==> config.mk <==
export PLATFORM = sky130hd
export DESIGN_NAME = uart_hamming_transmitter
export DESIGN_NICKNAME = d
export VERILOG_FILES = /design/src/rtl/uart_hamming_transmitter_pkg.sv /design/src/rtl/uart_hamming_transmitter_encoder.sv /design/src/rtl/uart_hamming_transmitter.sv
export SDC_FILE = /design/constraint.sdc
export NUM_CORES = 1
export LEC_CHECK = 0
export ABC_AREA = 1
export CAP_MARGIN = 20
export CORE_ASPECT_RATIO = 1.2
export CORE_UTILIZATION = 40
export CTS_CLUSTER_DIAMETER = 100
export DETAILED_ROUTE_END_ITERATION = 12
export GPL_TIMING_DRIVEN = 1
export PLACE_DENSITY = 0.61
export RECOVER_POWER = 100
export SYNTH_ARGS = -nofsm -noshare
export SYNTH_HDL_FRONTEND = slang
export SYNTH_SLANG_ARGS = --single-unit
export TNS_END_PERCENT = 20
==> constraint.sdc <==
create_clock -name clk -period 2.04 [get_ports clk]
set_input_delay 0.408 -clock clk [delete_from_list [all_inputs] [get_ports clk]]
set_output_delay 0.408 -clock clk [all_outputs]
set_load 0.01 [all_outputs]
==> src/rtl/uart_hamming_transmitter_pkg.sv <==
// Shared definitions for the Hamming(7,4) UART link: frame state encoding,
// codeword width and default oversampling ratio.
package uart_hamming_transmitter_pkg;

    typedef enum logic [1:0] {
        ST_IDLE  = 2'd0,
        ST_START = 2'd1,
        ST_DATA  = 2'd2,
        ST_STOP  = 2'd3
    } tx_state_t;

    localparam int HAMMING_BITS       = 7;
    localparam int DEFAULT_OVERSAMPLE = 8;

endpackage

==> src/rtl/uart_hamming_transmitter_encoder.sv <==
// Combinational Hamming(7,4) encoder: {d4,d3,d2,d1} -> {d4,d3,d2,p3,d1,p2,p1}.
module uart_hamming_transmitter_encoder
    import uart_hamming_transmitter_pkg::*;
(
    input  logic [3:0]              i_data,
    output logic [HAMMING_BITS-1:0] o_codeword
);

    logic w_d1, w_d2, w_d3, w_d4;
    logic w_p1, w_p2, w_p3;

    assign w_d1 = i_data[0];
    assign w_d2 = i_data[1];
    assign w_d3 = i_data[2];
    assign w_d4 = i_data[3];

    assign w_p1 = w_d1 ^ w_d2 ^ w_d4;
    assign w_p2 = w_d1 ^ w_d3 ^ w_d4;
    assign w_p3 = w_d2 ^ w_d3 ^ w_d4;

    assign o_codeword = {w_d4, w_d3, w_d2, w_p3, w_d1, w_p2, w_p1};

endmodule

==> src/rtl/uart_hamming_transmitter.sv <==
// Hamming(7,4) UART transmitter: accepts a nibble, sends start, 7 codeword
// bits LSB first and stop, each bit held for OVERSAMPLE ena ticks.
module uart_hamming_transmitter
    import uart_hamming_transmitter_pkg::*;
#(
    parameter int OVERSAMPLE = DEFAULT_OVERSAMPLE
) (
    input  logic       clk,
    input  logic       rst_n,
    input  logic       ena,
    input  logic [3:0] data_in,
    input  logic       data_valid,
    output logic       data_ready,
    output logic       tx,
    output logic       busy,
    output logic       tx_done,
    output logic [2:0] state_out
);

    localparam int            TW       = (OVERSAMPLE > 1) ? $clog2(OVERSAMPLE) : 1;
    localparam logic [TW-1:0] TICK_MAX = TW'(OVERSAMPLE - 1);
    localparam logic [2:0]    LAST_BIT = 3'(HAMMING_BITS - 1);

    tx_state_t               r_state, w_state_nxt;
    logic [TW-1:0]           r_tick, w_tick_nxt;
    logic [2:0]              r_bit, w_bit_nxt;
    logic [HAMMING_BITS-1:0] r_shreg, w_shreg_nxt;
    logic [HAMMING_BITS-1:0] w_codeword;
    logic                    r_tx, w_tx_nxt;
    logic                    r_done, w_done_nxt;
    logic                    w_bit_end;

    uart_hamming_transmitter_encoder u_encoder (
        .i_data     (data_in),
        .o_codeword (w_codeword)
    );

    assign w_bit_end = ena && (r_tick == TICK_MAX);

    always_ff @(posedge clk or negedge rst_n) begin
        if (!rst_n) begin
            r_state <= ST_IDLE;
            r_tick  <= '0;
            r_bit   <= '0;
            r_shreg <= '0;
            r_tx    <= 1'b1;
            r_done  <= 1'b0;
        end else begin
            r_state <= w_state_nxt;
            r_tick  <= w_tick_nxt;
            r_bit   <= w_bit_nxt;
            r_shreg <= w_shreg_nxt;
            r_tx    <= w_tx_nxt;
            r_done  <= w_done_nxt;
        end
    end

    always_comb begin
        w_state_nxt = r_state;
        w_tick_nxt  = r_tick;
        w_bit_nxt   = r_bit;
        w_shreg_nxt = r_shreg;
        w_tx_nxt    = r_tx;
        w_done_nxt  = 1'b0;

        // The tick counter only runs inside a frame; acceptance itself is not a tick.
        if ((r_state != ST_IDLE) && ena) begin
            w_tick_nxt = w_bit_end ? '0 : r_tick + TW'(1);
        end

        case (r_state)
            ST_IDLE: begin
                w_tx_nxt = 1'b1;
                if (data_valid) begin
                    w_shreg_nxt = w_codeword;
                    w_state_nxt = ST_START;
                    w_tick_nxt  = '0;
                    w_tx_nxt    = 1'b0;
                end
            end
            ST_START: begin
                if (w_bit_end) begin
                    w_state_nxt = ST_DATA;
                    w_bit_nxt   = '0;
                    w_tx_nxt    = r_shreg[0];
                end
            end
            ST_DATA: begin
                if (w_bit_end) begin
                    if (r_bit == LAST_BIT) begin
                        w_state_nxt = ST_STOP;
                        w_tx_nxt    = 1'b1;
                    end else begin
                        // tx takes the bit that becomes shreg[0] after this shift.
                        w_shreg_nxt = r_shreg >> 1;
                        w_bit_nxt   = r_bit + 3'd1;
                        w_tx_nxt    = r_shreg[1];
                    end
                end
            end
            ST_STOP: begin
                if (w_bit_end) begin
                    w_state_nxt = ST_IDLE;
                    w_tx_nxt    = 1'b1;
                    w_done_nxt  = 1'b1;
                end
            end
            default: begin
                w_state_nxt = ST_IDLE;
                w_tx_nxt    = 1'b1;
            end
        endcase
    end

    assign data_ready = (r_state == ST_IDLE);
    assign busy       = (r_state != ST_IDLE);
    assign tx         = r_tx;
    assign tx_done    = r_done;
    assign state_out  = {1'b0, r_state};

endmodule

; Yosys cells after proc, flatten, opt, wreduce, memory -nomap -nowiden
; Index checks and enable logic that the tools add are counted.
[word_totals]
register_bits = 17
rom_bits = 0
n_memories = 0
mem_bits_rw = 0
out_inout_bits = 7
latchBits = 0
input_bits = 8
[op_classes]
shift = 0
magnitude_cmp = 0
n_addsub = 2
n_mul = 0
muxes = 26
eq_ne = 11
div = 0
n_bitwise = 6
n_reduce_logical = 10
[ops]
columns = op, n
row1 = $mux W3, 7
row2 = $mux W7, 3
row3 = $pmux W7 S2, 1
row4 = $ne A2 B2 Y1 const B, 6
row5 = $mux W2, 5
row6 = $pmux W2 S4, 1
row7 = $reduce_and A4 Y1, 2
row8 = $mux W1, 7
row9 = $add A3 B1 Y3 const B, 2
row10 = $eq A3 B3 Y1 const B, 2
row11 = $pmux W3 S2, 1
row12 = $reduce_bool A2 Y1, 3
row13 = $xor A1 B1 Y1, 6
row14 = $reduce_and A5 Y1, 1
row15 = $eq A2 B2 Y1 const B, 2
row16 = $pmux W1 S4, 1
row17 = $reduce_and A3 Y1, 1
row18 = $eq A2 B1 Y1 const B, 1
row19 = $logic_and A1 B1 Y1, 2
row20 = $logic_not A2 Y1, 1

; Longest topological paths before layout
; Gate-level depths: netlist of run 1.
[logic_depth]
word_depth = 6
mapped_depth = 10

; Modules after synthesis
; Synthesis of run 1 repeated with hierarchy kept, for this count alone.
[unflattened]
hier_cells = 168
hier_area_um2 = 1171.1
[by_module_without_submodules]
columns = mod, cells_each, seq_area_each_um2, instances, area_each_um2
row1 = uart_hamming_transmitter, 136, 426.7, 1, 1017.2
row2 = uart_hamming_transmitter_encoder, 32, 0.0, 1, 153.9

; Worst setup path before layout of run 1
; Ideal clock, no wire load.
[synth_path]
path_type = register to register
startpoint = register r_state[0]
endpoint = register r_shreg[0]
setup_ns = 0.116
slack_ns = 0.613
path_buffers = 0
t_arrival_ns = 1.311
path_stages_with_launch = 10
period_less_slack_ns = 1.427
cell_sequence = dfrtp_1 -> inv_1 -> ha_1 -> inv_2 -> nand2_4 -> nand2_4 -> nor2_8 -> inv_4 -> nand2_1 -> nand2_1
[synth_via]
elab_chain_len = 3
elab_cells_between_ends = 8
cone_classes = eq/ne: 4 / mux: 1 / reduce/logical: 3
[synth_lines]
columns = item, line
row1 = from (decl), uart_hamming_transmitter.sv:24  ; tx_state_t r_state, w_state_nxt;
row2 = from (signal assigned), uart_hamming_transmitter.sv:49  ; r_state <= w_state_nxt;
row3 = $logic_not A2 Y1 *, --
row4 = named net data_ready, uart_hamming_transmitter.sv:13  ; output logic data_ready,
row5 = $ne A2 B2 Y1 (no source line) or $reduce_bool A2 Y1 (tied branches), --
row6 = $reduce_and A4 Y1 (no source line), --
row7 = to (signal assigned), uart_hamming_transmitter.sv:52  ; r_shreg <= w_shreg_nxt;
row8 = to (decl), uart_hamming_transmitter.sv:27  ; logic [HAMMING_BITS-1:0] r_shreg, w_shreg_nxt;
; Mark *: on every way through the listed nets, which the timed path passes. The rest lies on a longest branch.
; A chain may end at the register's enable or synchronous reset.

; Final worst setup path of run 1
[layout_path]
startpoint = register r_state[0]
endpoint = output port busy
[layout_via]
elab_chain_len = 1
[layout_lines]
columns = item, line
row1 = $reduce_bool A2 Y1, uart_hamming_transmitter.sv:116  ; assign busy = (r_state != ST_IDLE);
row2 = to (decl), uart_hamming_transmitter.sv:15  ; output logic busy,
; Every way passes these cells.

==> metrics.txt, run 1 <==
CTS Buf Count=3; FF+latch count, synth=17; share of cells above drive strength 1=7.02%; Fin. Hold Viols=0; dpl hpwl=1.72 mm; Die ar.=around 0.0030 mm^2; CP Class=reg -> out; Worst-path clk slew=approximately 90 ps; antenna violations before repair=0; Final WS setup=about 190 ps; die width=around 50 um; number of fill cells=~280; Syn-to-layout area delta=15.9%; multi-input gate area in the final layout=582 um^2; clk_lat worst skew=approximately 290 ps; Leakage=around 0.74 nW; hold buffer count at cts=0; vias in the first global route=931; Nets=about 190; Startpoint Class=register; Final period util=90.5%; synth top area cells=dfrtp_1 36%, nand2_1 22%, ha_1 8.9%; Site Rows=20; Mapped Avg Cell Area=~7.4 um^2; CTS tree=built; port buffer count=13; drt drc=0; maxcap violations=0; Num Clock Sinks=17; # diodes=0; Die H=60.1 um; largest fanout on the critical path=5; synthesized area=0.00112 mm^2; GRT Util Overall=approximately 18%; Synth top cells by count=65 x nand2_1, 16 x dfrtp_1, 16 x inv_1; Iter 0 DRT Violations=24; ys async rst share=100%; final setup violation count=0; Slew Viols, Final=0; unrepaired setup endpoints after global routing=no; Synth top area share=a little over a third; via/cell ratio=about 4.8; Fmax=542 MHz; Post-synth top flop=dfrtp_1; floorplan core area=~0.0026 mm^2; relative slew slack=37.8%; number of flops mapped to enable cells by yosys=0; WL/cell=~11 um; largest net degree at the start of global routing=18; Seq/Total Area, Yosys=between 30% and 40%; ANT nets after route=0; via count=989; syn nets=approximately 170; pre-CTS setup slack=~230 ps; most instantiated library cell after synthesis=nand2_1; total grt overflow=0; first-pass GRT wire length=approximately 4.0 mm; Power per Cell Area=roughly 1300 mW/mm^2; Final min period=approximately 1800 ps; Setup TNS=0 ps; area leader, netlist=dfrtp_1; GPL Wtd Cong=roughly 0.73; Synth Instances=between 150 and 200; DR pass1 iterations=4; Max VDD drop=around 0.00074 V; status=completed; routed wire length=2.18 mm; Yosys cell types=22; Synthesis Warnings=0; Tightest Pin Transition=~930 ps; Final Skew=between 4 and 5 ps; Worst Path Required=between 1500 and 2000 ps; clock buffer depth=2; Hold Path Class=reg -> reg; CTS root buffer=clkbuf_4; worst path arrival time=between 1000 and 1500 ps; H-tree levels=1; Reg area=between 400 and 500 um^2; Starting Density=43.2%; Worst Setup End Kind=output pin; # IOs=15
[where the power goes]
group	total [mW]	switching (mW)	internal [mW]
Sequential	0.550	0.0706	0.480
Combinational	0.987	0.600	0.387
Clock	0.179	0.103	0.0761
Total	1.72	0.773	0.943
[logic make-up after synthesis]
family | after synthesis | synth area share [%]
compound gates | 10 | 5.12
xor+xnor | 1 | 0.779
fa+ha+maj | 8 | 8.90
buf+inv | 22 | 9.45
flops | 17 | 37.9
other cells | 1 | 0.333
simple gates | 94 | 37.5
[layer usage]
metal  share of wire (%)  global-route usage, %  wire length [um]  vias up
li1                    -                      -                 -      512
met1                  42                   19.7               918      450
met2                  52                   33.1              1140       22
met3                 3.7                   1.78                80        5
met4                 1.9                   8.33                41        0
met5                   0                      0                 0        -
[path summary, 6_finish.rpt]
| check | slack [ps] | depth (start not counted) | endpoint | startpoint |
|---|---|---|---|---|
| max in group asynchronous | 720 | 2 | r_shreg[3]$_DFFE_PN0P_ | rst_n |
| setup reg to reg | 250 | 8 | r_shreg[0]$_DFFE_PN0P_ | r_state[0]$_DFFE_PN0P_ |
| min in group asynchronous | 760 | 2 | r_bit[2]$_DFFE_PN0P_ | rst_n |
| setup / recovery | 190 | 4 | busy | r_state[0]$_DFFE_PN0P_ |
| hold reg to reg | 480 | 2 | r_shreg[2]$_DFFE_PN0P_ | r_shreg[2]$_DFFE_PN0P_ |
| hold / removal | 480 | 2 | r_shreg[2]$_DFFE_PN0P_ | r_shreg[2]$_DFFE_PN0P_ |
[per-stage QoR]
stage	util (%)	power, mW	hold WS (ps)	area [um^2]	cells
finish	50.1	1.72	478	1300	204
global route	50.1	1.92	502	1300	204
CTS	50.8	1.78	434	1320	204
detailed placement	49.2	1.58	459	1280	198
global placement	49.2	1.55	454	1280	198
floorplan	-	1.31	112	1120	153
[what timing repair did]
item | 4_1_cts | 5_1_grt
endpoints found under the setup margin | 2 | 1
setup buffers | 2 | 0
resized for setup | 1 | 2
[critical path: stages (launching register included)]
cell           delay (ps)
dfrtp_1               400
inv_1                  90
ha_1                  240
inv_1                 120
dlygate4sd2_1         300
[sequential cells by signal, indices dropped and copies added (netlist names)]
name     cells
r_state      2
r_tick       3
r_shreg      7
tx           1
tx_done      1
r_bit        3
[area by class of cell]
type | instances | share of cell area, %
Multi-Input combinational cell | 114 | 44.6
Clock buffer | 4 | 2.02
Timing Repair Buffer | 17 | 11.6
Tap cell | 33 | 3.17
Inverter | 19 | 5.85
Sequential cell | 17 | 32.7
[layout by cell type, fill, tap and decap left out, types with 5 or more instances in the layout]
master / instances
nand3_1: 16
nor2_1: 7
nand2_1: 67
dlygate4sd3_1: 5
o21ai_0: 8
inv_1: 17
clkdlybuf4s50_1: 6
ha_1: 8
dfrtp_1: 16
Power figures use the tool's default switching activity.
==> inputs of run 2 (changes only) <==
==> constraint.sdc (replaced) <==
create_clock -name clk -period 2 [get_ports clk]
set_input_delay 0.4 -clock clk [delete_from_list [all_inputs] [get_ports clk]]
set_output_delay 0.4 -clock clk [all_outputs]
set_load 0.01 [all_outputs]
==> run 2 against run 1 <==
Compared with the run above:
- via count rose by 0.51%
- global-route usage rose by 0.32 points
- clock skew fell by 1.7 ps
- final area rose by 0.19%
- routed wire length fell by 0.41%
- sequential power rose by 2%
- die area did not move
- sequential share of layout area fell by 0.063 points
- clock-buffer cell count did not move
==> metrics.txt, run 2 (same netlist as run 1, synthesis figures left out) <==
most frequent cells in the layout=67 x nand2_1, 17 x inv_1, 16 x nand3_1, 16 x dfrtp_1; Iter 0 DRT Violations=10; CP cell instances=clkbuf_1 > dlygate4sd3_1; Nets=188; hold path depth=2; Final WS setup=roughly 160 ps; worst reg2reg setup slack=about 270 ps; Final min period=around 1800 ps; CTS Buf Count=3; Fmax=approximately 540 MHz; drt drc=0; # diodes=0; antenna violations before repair=0; unrepaired setup endpoints after global routing=no; via count=between 900 and 1000; status=completed; Leakage=roughly 0.75 nW; Switch Pwr=0.794 mW; via/cell ratio=about 4.9; WL/cell=10.6 um; H-tree levels=1; Starting Density=between 40% and 50%; Comb power frac=a little under three fifths; GPL Wtd Cong=between 0.7 and 0.8; Tightest Pin Transition=between 900 and 1000 ps; clk_lat worst skew=just under 300 ps; worst path arrival time=~1400 ps; Worst path depth=2; clock power share=10.7%; Final period util=92.1%; Syn-to-layout area delta=16.1%; floorplan core area=0.00260 mm^2; die width=about 50 um; CTS tree=built; port buffer count=13; Hold Path Class=reg -> reg; final instance area=around 0.0013 mm^2; final setup violation count=0; part of the power in registers=a little under a third; Final Skew=a little over 3 ps; Slew Viols, Final=0; share of cells above drive strength 1=7.02%; most flop-heavy register=r_shreg; Worst Path Required=1600 ps; ANT nets after route=0; Final Util=between 50% and 60%; Net Sw Frac=45.2%; largest net degree at the start of global routing=18; Max VDD drop=~0.00074 V; Startpoint Class=register; max reg flops=7; Power per Cell Area=1340 mW/mm^2; Die ar.=between 0.003 and 0.004 mm^2; routed wire length=around 2.2 mm; Die H=around 60 um; r2r worst-path depth=8; slowest CP cell=dlygate4sd3_1; maxcap violations=0; pre-CTS setup slack=209 ps; vias in the first global route=958; relative slew slack=37.0%; # IOs=15; dpl hpwl=1.71 mm; placed cell areas=between 0.001 and 0.0015 mm^2; CP Class=reg -> out; GRT Util Overall=roughly 18%; Num Clock Sinks=17; slowest stage delay, CP=roughly 620 ps; clock buffer depth=2; WP buf/inv=2; DR pass1 iterations=4; Site Rows=20; hold buffer count at cts=0; Worst Setup End Kind=output pin; most common cell after layout, fill and taps aside=nand2_1; largest fanout on the critical path=4; largest registers=r_shreg: 7 flops, r_bit: 3 flops, r_tick: 3 flops; Int Pwr=0.962 mW; total grt overflow=0; number of fill cells=around 270; Worst-path clk slew=100 ps; first-pass GRT wire length=4.08 mm; Fin. Hold Viols=0; Crit path max-delay family=buffers and inverters; CTS root buffer=clkbuf_4; Setup TNS=0 ps
## run 2: cell count changes in the layout (fill, tap and decap cells not counted)
cell,change
dlymetal6s2s_1,+1
clkdlybuf4s25_1,-1
## run 2: repair_timing
item,4_1_cts,5_1_grt
setup buffers,2,0
setup endpoints to repair,2,1
gates resized for setup,1,2
## run 2: power by group through the flow
stage | registers [mW] | logic (mW) | clock network, mW
6_report | 0.559 | 1.01 | 0.188
5_1_grt | 0.581 | 1.17 | 0.204
4_1_cts | 0.561 | 1.07 | 0.191
3_5_place_dp | 0.584 | 1.03 | 0
3_3_place_gp | 0.575 | 1.01 | 0
2_1_floorplan | 0.580 | 0.757 | 0
## run 2: metrics by stage
step / power, mW / hold slack (ps) / instances
floorplan: 1.34 / 104 / 153
global placement: 1.58 / 454 / 198
detailed placement: 1.61 / 460 / 198
CTS: 1.82 / 425 / 204
global route: 1.96 / 509 / 204
finish: 1.76 / 482 / 204
## run 2: per-layer routing
metal / share of wire (%) / global-route usage, % / wire length (um) / vias up
met5: 0 / 0 / 0 / -
met4: 1.9 / 8.33 / 42 / 0
met3: 2.7 / 1.78 / 58 / 5
met2: 54 / 34.9 / 1170 / 16
met1: 41 / 19.3 / 900 / 463
li1: - / - / - / 510
## run 2: area by class of cell
| cell class | instances | area [um^2] | share of cell area, % |
|---|---|---|---|
| multi-input combinational | 114 | 582 | 44.5 |
| timing repair buffer | 17 | 154 | 11.8 |
| clock buffer | 4 | 26.3 | 2.01 |
| sequential | 17 | 427 | 32.7 |
| tap | 33 | 41.3 | 3.16 |
| inverter | 19 | 76.3 | 5.84 |
## run 2: worst min-delay path: stages (launching register included)
cell and delay [ps]:
dfrtp_1 360, nand2_1 50, nand2_1 50
## run 2: final timing paths
kind,start,to
max in group asynchronous,rst_n,r_shreg[3]$_DFFE_PN0P_
worst min-delay path,r_shreg[4]$_DFFE_PN0P_,r_shreg[4]$_DFFE_PN0P_
min in group asynchronous,rst_n,r_tick[2]$_DFF_PN0_
worst max register to register,r_state[1]$_DFFE_PN0P_,r_shreg[0]$_DFFE_PN0P_
worst max-delay path,r_state[1]$_DFFE_PN0P_,state_out[1]
worst min register to register,r_shreg[4]$_DFFE_PN0P_,r_shreg[4]$_DFFE_PN0P_
